==> src/rtl/cdb_arbiter.sv <==
// Common data bus arbiter: float and load results queue in private FIFOs, and one result per cycle is registered onto the bus.
// Latency: a result accepted at edge N broadcasts after edge N+1. The bus has no backpressure; x_ready drops only when the FIFO is full.
// Defining CDB_FIXED_PRIO_EN selects fixed float-first priority; the default build uses a round-robin arbiter.

module cdb_fifo #(
  parameter int DEPTH = 2,
  parameter int WIDTH = 8,
  parameter int CW    = $clog2(DEPTH + 1)
) (
  input  logic             clk,
  input  logic             rst,
  input  logic             pushValid,
  output logic             pushReady,
  input  logic [WIDTH-1:0] pushData,
  input  logic             popEn,
  output logic             headValid,
  output logic [WIDTH-1:0] headData,
  output logic [CW-1:0]    count
);
  localparam int PW = (DEPTH > 1) ? $clog2(DEPTH) : 1;

  logic [WIDTH-1:0] mem [DEPTH];
  logic [PW-1:0]    wrPtr;
  logic [PW-1:0]    rdPtr;
  logic             doPush;
  logic             doPop;

  function automatic logic [PW-1:0] nextPtr(input logic [PW-1:0] p);
    return (p == PW'(DEPTH - 1)) ? '0 : p + 1'b1;
  endfunction

  // Ready comes from the registered count, so a full FIFO refuses a push even on an edge that pops.
  assign pushReady = (count != CW'(DEPTH));
  assign headValid = (count != '0);
  assign doPush    = pushValid && pushReady;
  assign doPop     = popEn && headValid;
  assign headData  = mem[rdPtr];

  always_ff @(posedge clk or posedge rst) begin
    if (rst) begin
      wrPtr <= '0;
      rdPtr <= '0;
      count <= '0;
    end else begin
      if (doPush) wrPtr <= nextPtr(wrPtr);
      if (doPop)  rdPtr <= nextPtr(rdPtr);
      case ({doPush, doPop})
        2'b10:   count <= count + 1'b1;
        2'b01:   count <= count - 1'b1;
        default: count <= count;
      endcase
    end
  end

  always_ff @(posedge clk) begin
    if (doPush) mem[wrPtr] <= pushData;
  end

  assert property (@(posedge clk) disable iff (rst) count <= CW'(DEPTH));
endmodule

module cdb_arbiter #(
  parameter int DEPTH = 2,
  parameter int W     = 16,
  parameter int TAG_W = 4
) (
  input  logic                       clk,
  input  logic                       rst,
  input  logic                       fu_valid,
  output logic                       fu_ready,
  input  logic [W-1:0]               fu_data,
  input  logic [TAG_W-1:0]           fu_src,
  input  logic [TAG_W-1:0]           fu_reg,
  input  logic                       fu_jeq,
  input  logic                       fu_taken,
  input  logic                       ld_valid,
  output logic                       ld_ready,
  input  logic [W-1:0]               ld_data,
  input  logic [TAG_W-1:0]           ld_src,
  input  logic [TAG_W-1:0]           ld_reg,
  output logic                       bus_valid,
  output logic [W-1:0]               bus_data,
  output logic [TAG_W-1:0]           bus_src,
  output logic [TAG_W-1:0]           bus_reg,
  output logic                       bus_jeq,
  output logic                       bus_taken,
  output logic                       bus_from,
  output logic [$clog2(DEPTH+1)-1:0] fu_count,
  output logic [$clog2(DEPTH+1)-1:0] ld_count
);
  typedef struct packed {
    logic [W-1:0]     data;
    logic [TAG_W-1:0] src;
    logic [TAG_W-1:0] dst;
    logic             jeq;
    logic             taken;
  } result_t;

  localparam int RW = $bits(result_t);

  result_t fuIn, ldIn, fuHead, ldHead, selHead;
  logic    fuHv, ldHv;
  logic    grantFu, grantLd;

  assign fuIn = '{data: fu_data, src: fu_src, dst: fu_reg, jeq: fu_jeq, taken: fu_jeq & fu_taken};
  assign ldIn = '{data: ld_data, src: ld_src, dst: ld_reg, jeq: 1'b0, taken: 1'b0};

  cdb_fifo #(.DEPTH(DEPTH), .WIDTH(RW)) fuFifo (
    .clk       (clk),
    .rst       (rst),
    .pushValid (fu_valid),
    .pushReady (fu_ready),
    .pushData  (fuIn),
    .popEn     (grantFu),
    .headValid (fuHv),
    .headData  (fuHead),
    .count     (fu_count)
  );

  cdb_fifo #(.DEPTH(DEPTH), .WIDTH(RW)) ldFifo (
    .clk       (clk),
    .rst       (rst),
    .pushValid (ld_valid),
    .pushReady (ld_ready),
    .pushData  (ldIn),
    .popEn     (grantLd),
    .headValid (ldHv),
    .headData  (ldHead),
    .count     (ld_count)
  );

`ifdef CDB_FIXED_PRIO_EN
  // The loader may starve while float results keep arriving.
  assign grantFu = fuHv;
  assign grantLd = ldHv && !fuHv;
`else
  logic rrPtr;  // 0 = float side has priority, 1 = loader

  assign grantFu = fuHv && (!ldHv || !rrPtr);
  assign grantLd = ldHv && !grantFu;

  always_ff @(posedge clk or posedge rst) begin
    if (rst) begin
      rrPtr <= 1'b0;
    end else if (grantFu) begin
      rrPtr <= 1'b1;
    end else if (grantLd) begin
      rrPtr <= 1'b0;
    end
  end
`endif

  assign selHead = grantLd ? ldHead : fuHead;

  // Payload fields hold their last value on idle cycles; only bus_valid drops.
  always_ff @(posedge clk or posedge rst) begin
    if (rst) begin
      bus_valid <= 1'b0;
      bus_data  <= '0;
      bus_src   <= '0;
      bus_reg   <= '0;
      bus_jeq   <= 1'b0;
      bus_taken <= 1'b0;
      bus_from  <= 1'b0;
    end else if (grantFu || grantLd) begin
      bus_valid <= 1'b1;
      bus_data  <= selHead.data;
      bus_src   <= selHead.src;
      bus_reg   <= selHead.dst;
      bus_jeq   <= selHead.jeq;
      bus_taken <= selHead.jeq & selHead.taken;
      bus_from  <= grantLd;
    end else begin
      bus_valid <= 1'b0;
    end
  end

  assert property (@(posedge clk) disable iff (rst) !(grantFu && grantLd));
  assert property (@(posedge clk) disable iff (rst) (fuHv || ldHv) |-> (grantFu || grantLd));
endmodule

==> config.mk <==
export PLATFORM = sky130hd
export DESIGN_NAME = cdb_arbiter
export DESIGN_NICKNAME = d
export VERILOG_FILES = /design/src/rtl/cdb_arbiter.sv
export SDC_FILE = /design/constraint.sdc
export NUM_CORES = 1
export LEC_CHECK = 0
export CORE_MARGIN = 4
export CORE_UTILIZATION = 59
export CTS_BUF_LIST = sky130_fd_sc_hd__clkbuf_8
export DETAILED_ROUTE_END_ITERATION = 10
export PLACE_DENSITY = 0.87
export SLEW_MARGIN = 10
export SYNTH_ARGS = -nofsm -noshare
export SYNTH_HDL_FRONTEND = slang
export SYNTH_SLANG_ARGS = --single-unit
==> constraint.sdc <==
create_clock -name clk -period 5.4 [get_ports clk]
set_input_delay 0.54 -clock clk [delete_from_list [all_inputs] [get_ports clk]]
set_output_delay 0.54 -clock clk [all_outputs]
set_load 0.03 [all_outputs]
==> reports/metrics.cfg, run 1 <==
[die]
die_area_sq_um=10800
core-area_sq_um=8810
ios=88
num_rows=34
initial_core_util=0.614
die_h_microns=104
die_x_microns=104

[grt]
overflow=0
grt_max_degree=52
grt_use_total=0.196
grt_pass1_wl_microns=16200
antenna_found_initial=0
grt_pass1_vias=3144

[critical_path]
endpoint_kind=output pin
cp_max_fo=8
critPathMaxStageDelay_ns=0.70
worstPathCellList=nand2b_1, clkdlybuf4s50_1
crit_cells=2
cp.arrival_ns=1.82
cp_top_family=buffers and inverters
critPathKind=register to output pin
crit_buf_inv=1
reg2reg_slack_ns=3.09
r2r_end=bus_reg[0]
reg2reg_depth=3
cp_slowest_cell=clkdlybuf4s50_1
cp-start-kind=register
r2r_start=fuFifo.count[0]
required_ns=4.86

[cts]
cts_buffers=17
clk_path_buf_depth=2
holdBufCountCts=0
htreeDepth=4
cts_sinks=137
cts.clk_slew.worst_paths_ns=0.07
cts_setup_buffers=0
cts-root-buf=clkbuf_8
cts_tree=built
clk_latency_ns=0.42
ctsResizeCount=0

[synth]
synth-seq-cells=137
yosysTopAreaCellShare=0.556
yosys_warnings=0
synthDistinctLibCells=27
netlist_instances=318
ys_top_cells_by_area=edfxtp_1 56%, dfrtp_1 17%, a311oi_2 5.3%, mux2_2 5.0%, mux2i_1 4.8%
avgSynthCellArea_sq_um=17.0
netlist_area_sq_um=5400
synth.yosys.seq_area_share=0.727
synth.largest_area_cell=edfxtp_1
synthesis.nets=374

[detailed_routing]
drt_drc_violations_left=0
vias=3018
vias_per_cell=5.71
detail-route-antenna-nets=0
dr.pass1.iters=4
drt_iter0_drc=186
routed_wl_microns=10400
avgRoutedWirePerCell_microns=19.7

[timing]
finalSetupViolations=0
holdWs_ns=0.501
worstMarginPinSlew_ns=1.16
fin_worst_skew_ns=0.0117
min_period_ns=2.36
maxSlewViolCount=0
slew_headroom=0.225
tns_ns=0
rsz0062_at_grt=false
finalCritPeriodShare=0.437
finalHoldViolCount=0
max_freq_mhz=423

[min_path]
hold_path_end=bus_from
min_path_type=register to register
hold_depth=1
hold_start=bus_from

[layout]
num-nets-final=464
mostFrequentLayoutCells=100 x edfxtp_1, 87 x clkdlybuf4s50_1, 37 x dfrtp_1
n_antenna_cell=0
multi_input_area_sq_um=1320
regMostFlops=fuFifo.mem
utilization=0.766
final_layout_size_suffix_gt1_frac=0.192
area_growth_pct=24.8
largestRegisters=fuFifo.mem: 52 flops, ldFifo.mem: 48 flops, bus_data: 16 flops
final_common_cell=edfxtp_1
seqCellArea_sq_um=3930
largest_register_ffs=52
fillers=503

[power]
ir_worst_vdd_v=0.000337
leakage_nw=2.42
power_w=0.00423
powerDensity_nw_per_um2=628

[placed_design]
post-dp-hpwl_microns=7040
numPortBuffers=87
gp_congestion=0.739

[job]
maxCapViolCount=0

[run_status]
outcome=completed

==> layout make-up <==
type / instances / area share
clock inverter: 15 / 0.0297
inverter: 5 / 0.00278
sequential: 137 / 0.583
clock buffer: 17 / 0.0347
timing repair buffer: 92 / 0.135
tap: 108 / 0.0200
multi-input combinational: 155 / 0.195
==> per-layer routing <==
layer / part of all wire / up-vias / GRT usage
li1: - / 1398 / -
met4: 0.011 / 0 / 0.0579
met5: 0 / - / 0
met3: 0.051 / 13 / 0.0535
met1: 0.44 / 1513 / 0.260
met2: 0.50 / 94 / 0.321
==> power breakdown <==
group,total (W),internal (W),switching (W)
logic,0.00166,0.000717,0.000941
clock network,0.000891,0.000504,0.000388
registers,0.00168,0.00149,0.000191
==> cells by family after synthesis <==
| group | Yosys count | share of synthesized area |
|---|---|---|
| mux | 50 | 0.0982 |
| xor+xnor | 10 | 0.0162 |
| buf+inv | 26 | 0.0313 |
| fa+ha+maj | 2 | 0.00463 |
| flops | 137 | 0.727 |
| compound gates | 31 | 0.0704 |
| simple gates | 62 | 0.0521 |
==> worst max-delay path by stage <==
stage	end	slack, ns	start
after floorplan	fuFifo.mem[0][0]	2.70	fuFifo.count[0]
after global placement	ldFifo.mem[0][18]	2.98	ld_valid
after detailed placement	ldFifo.mem[0][23]	2.90	ld_valid
after CTS	fu_ready	3.02	fuFifo.count[0]
after global routing	fu_ready	2.97	fuFifo.count[0]
final	fu_ready	3.04	fuFifo.count[0]
==> worst register-to-register path, delay by kind of cell, from the launching register on <==
family | cells | cell delay, ns
and+or+nand+nor | 2 | 1.59
DFF | 1 | 0.48
AOI/OAI and AO/OA | 1 | 0.06
==> synthesized netlist by cell type <==
library cell  count
clkbuf_1          4
xor2_1            2
and3_1            2
buf_2             9
mux2_2           24
or4_1             1
nor2_1           29
a311oi_2         19
xnor2_1           8
o31a_1            1
nor3_1           24
o21a_1            1
mux2i_1          26
dfrtp_1          37
a311oi_1          5
nand2b_1          2
nand2_1           2
or2_1             1
o32ai_1           1
o22ai_1           1
edfxtp_1        100
inv_1             5
and2_1            1
ha_1              2
o21ba_1           1
o21ai_0           2
buf_6             8
==> metrics by stage <==
step | std cells | setup WS (ns) | cell area [sq um]
2_1_floorplan | 318 | 2.70 | 5400
3_3_place_gp | 497 | 2.98 | 6300
3_5_place_dp | 497 | 2.90 | 6300
4_1_cts | 529 | 3.02 | 6740
5_1_grt | 529 | 2.97 | 6740
6_report | 529 | 3.04 | 6740
Note: power is estimated with default switching activity, not from simulation.
==> run 2: changes to the inputs <==
--- a/config.mk
+++ b/config.mk
@@ -6,10 +6,10 @@
 export NUM_CORES = 1
 export LEC_CHECK = 0
 export CORE_MARGIN = 4
-export CORE_UTILIZATION = 59
+export CORE_UTILIZATION = 50
 export CTS_BUF_LIST = sky130_fd_sc_hd__clkbuf_8
 export DETAILED_ROUTE_END_ITERATION = 10
-export PLACE_DENSITY = 0.87
+export PLACE_DENSITY = 0.78
 export SLEW_MARGIN = 10
 export SYNTH_ARGS = -nofsm -noshare
 export SYNTH_HDL_FRONTEND = slang
==> constraint.sdc (replaced) <==
create_clock -name clk -period 2.05 [get_ports clk]
set_input_delay 0.205 -clock clk [delete_from_list [all_inputs] [get_ports clk]]
set_output_delay 0.205 -clock clk [all_outputs]
set_load 0.03 [all_outputs]
==> reports/metrics.cfg, run 2 (synthesized netlist as in run 1, its figures left out) <==
[run_status]
outcome=completed

[layout]
mostFrequentLayoutCells=100 x edfxtp_1, 85 x clkdlybuf4s50_1, 36 x dfrtp_1
area_growth_pct=27.4
n_antenna_cell=0  ; unchanged
final_common_cell=edfxtp_1
largest_register_ffs=52  ; unchanged
regMostFlops=fuFifo.mem
largestRegisters=fuFifo.mem: 52 flops, ldFifo.mem: 48 flops, bus_data: 16 flops
num-nets-final=473  ; +1.9%
final_layout_size_suffix_gt1_frac=0.214  ; +0.0216
fillers=759  ; +51%

[timing]
fin_ws_ns=0.199  ; -2.84 ns
maxSlewViolCount=0  ; unchanged
finalHoldViolCount=0  ; unchanged
finalCritPeriodShare=0.903
holdWs_ns=0.108  ; -0.393 ns
rsz0062_at_grt=false
finalSetupViolations=0  ; unchanged
tns_ns=0  ; unchanged
slew_headroom=0.690  ; +0.465
fin_worst_skew_ns=0.0124  ; +0.000678 ns
worstMarginPinSlew_ns=0.464  ; -0.699 ns
min_period_ns=1.85
max_freq_mhz=540

[critical_path]
crit_cells=1  ; -1
worstPathCellList=clkdlybuf4s50_1
cp_slowest_cell=clkdlybuf4s50_1
required_ns=1.85  ; -3.01 ns
cp_top_family=buffers and inverters
crit_path_end=fu_count[0]
endpoint_kind=output pin
setup.worst_path.start=fuFifo.count[0]
reg2reg_depth=3  ; unchanged
reg2reg_slack_ns=0.23  ; -2.86 ns
r2r_start=fuFifo.count[0]
crit_buf_inv=1  ; unchanged
cp-start-kind=register
critPathKind=register to output pin
cp_max_fo=8  ; unchanged
critPathMaxStageDelay_ns=0.74  ; +0.04 ns
r2r_end=bus_src[2]
cp.arrival_ns=1.65  ; -0.17 ns

[placed_design]
post-dp-hpwl_microns=6980  ; -0.77%
preCtsSetupSlack_ns=0.234  ; -2.66 ns
numPortBuffers=87  ; unchanged
gp_congestion=0.778  ; +5.3%

[grt]
grt_pass1_wl_microns=16400  ; +1.1%
overflow=0  ; unchanged
grt_use_total=0.172  ; -0.0247
grt_max_degree=52  ; unchanged
grt_pass1_vias=3129  ; -0.48%
antenna_found_initial=0  ; unchanged

[detailed_routing]
avgRoutedWirePerCell_microns=18.7  ; -5.1%
detail-route-antenna-nets=0  ; unchanged
routed_wl_microns=10600  ; +1.5%
drt_iter0_drc=163  ; -12%
dr.pass1.iters=4  ; unchanged
vias_per_cell=5.38  ; -5.7%
vias=3044  ; +0.86%
drt_drc_violations_left=0  ; unchanged

[die]
initial_core_util=0.519  ; -0.0948
num_rows=37  ; +8.8%
die_area_sq_um=12500  ; +17%
core-area_sq_um=10400  ; +18%
ios=88  ; unchanged
die_h_microns=112  ; +8.0%
die_x_microns=112  ; +8.0%

[cts]
cts_sinks=137  ; unchanged
holdBufCountCts=0  ; unchanged
htreeDepth=4  ; unchanged
cts-root-buf=clkbuf_8
cts_setup_buffers=0  ; unchanged
cts.clk_slew.worst_paths_ns=0.07  ; about the same
cts_tree=built
ctsResizeCount=0  ; unchanged
cts_buffers=17  ; unchanged
clk_latency_ns=0.42  ; about the same
clk_path_buf_depth=2  ; unchanged

[power]
leakage_nw=2.51  ; +3.7%
power_w=0.0112  ; +160%
powerDensity_nw_per_um2=1620  ; +160%
ir_worst_vdd_v=0.00128  ; +280%

[min_path]
min_path_type=input port to asynchronous set/reset pin

[job]
maxCapViolCount=0  ; unchanged

[run 2: per-stage QoR]
stage	instance area, sq um	instances	utilization
finish	6890	566	0.661
global route	6890	566	0.661
detailed placement	6470	534	0.621
CTS	6880	566	0.661
floorplan	5420	318	-
global placement	6470	534	0.621
[run 2: how the worst min path moves through the flow]
| stage | to | startpoint | slack, ns |
|---|---|---|---|
| 2_1_floorplan | fuFifo.mem[0][10] | fu_data[0] | 0.30 |
| 3_3_place_gp | bus_from | bus_from | 0.48 |
| 3_5_place_dp | bus_from | bus_from | 0.49 |
| 4_1_cts | fuFifo.count[1] | rst | 0.10 |
| 5_1_grt | fuFifo.count[1] | rst | 0.15 |
| 6_report | fuFifo.count[1] | rst | 0.11 |
[run 2: cell type report]
class / instances / area, sq um / share of cell area
Clock buffer: 20 / 275 / 0.0400
Clock inverter: 12 / 134 / 0.0194
Inverter: 5 / 18.8 / 0.00273
Multi-Input combinational cell: 155 / 1330 / 0.193
Sequential cell: 137 / 3930 / 0.571
Tap cell: 136 / 170 / 0.0247
Timing Repair Buffer: 101 / 1030 / 0.150
[run 2: metal layers]
metal	global-route usage	vias to the layer above	wire [microns]
li1	-	1416	-
met5	0	-	0
met1	0.219	1522	4490
met4	0.0545	0	151
met2	0.284	90	5350
met3	0.0516	16	577
[run 2: where the power goes]
| part | leakage [nW] | switching, W | internal, W |
|---|---|---|---|
| logic | 0.936 | 0.00253 | 0.00205 |
| registers | 1.35 | 0.000461 | 0.00392 |
| clock network | 0.221 | 0.000939 | 0.00127 |
| total | 2.51 | 0.00393 | 0.00724 |
[run 2: worst register-to-register path, stage by stage (launching register included)]
cell and delay [ns]:
dfrtp_1 0.46, or4_2 0.71, buf_12 0.23, a311oi_2 0.30
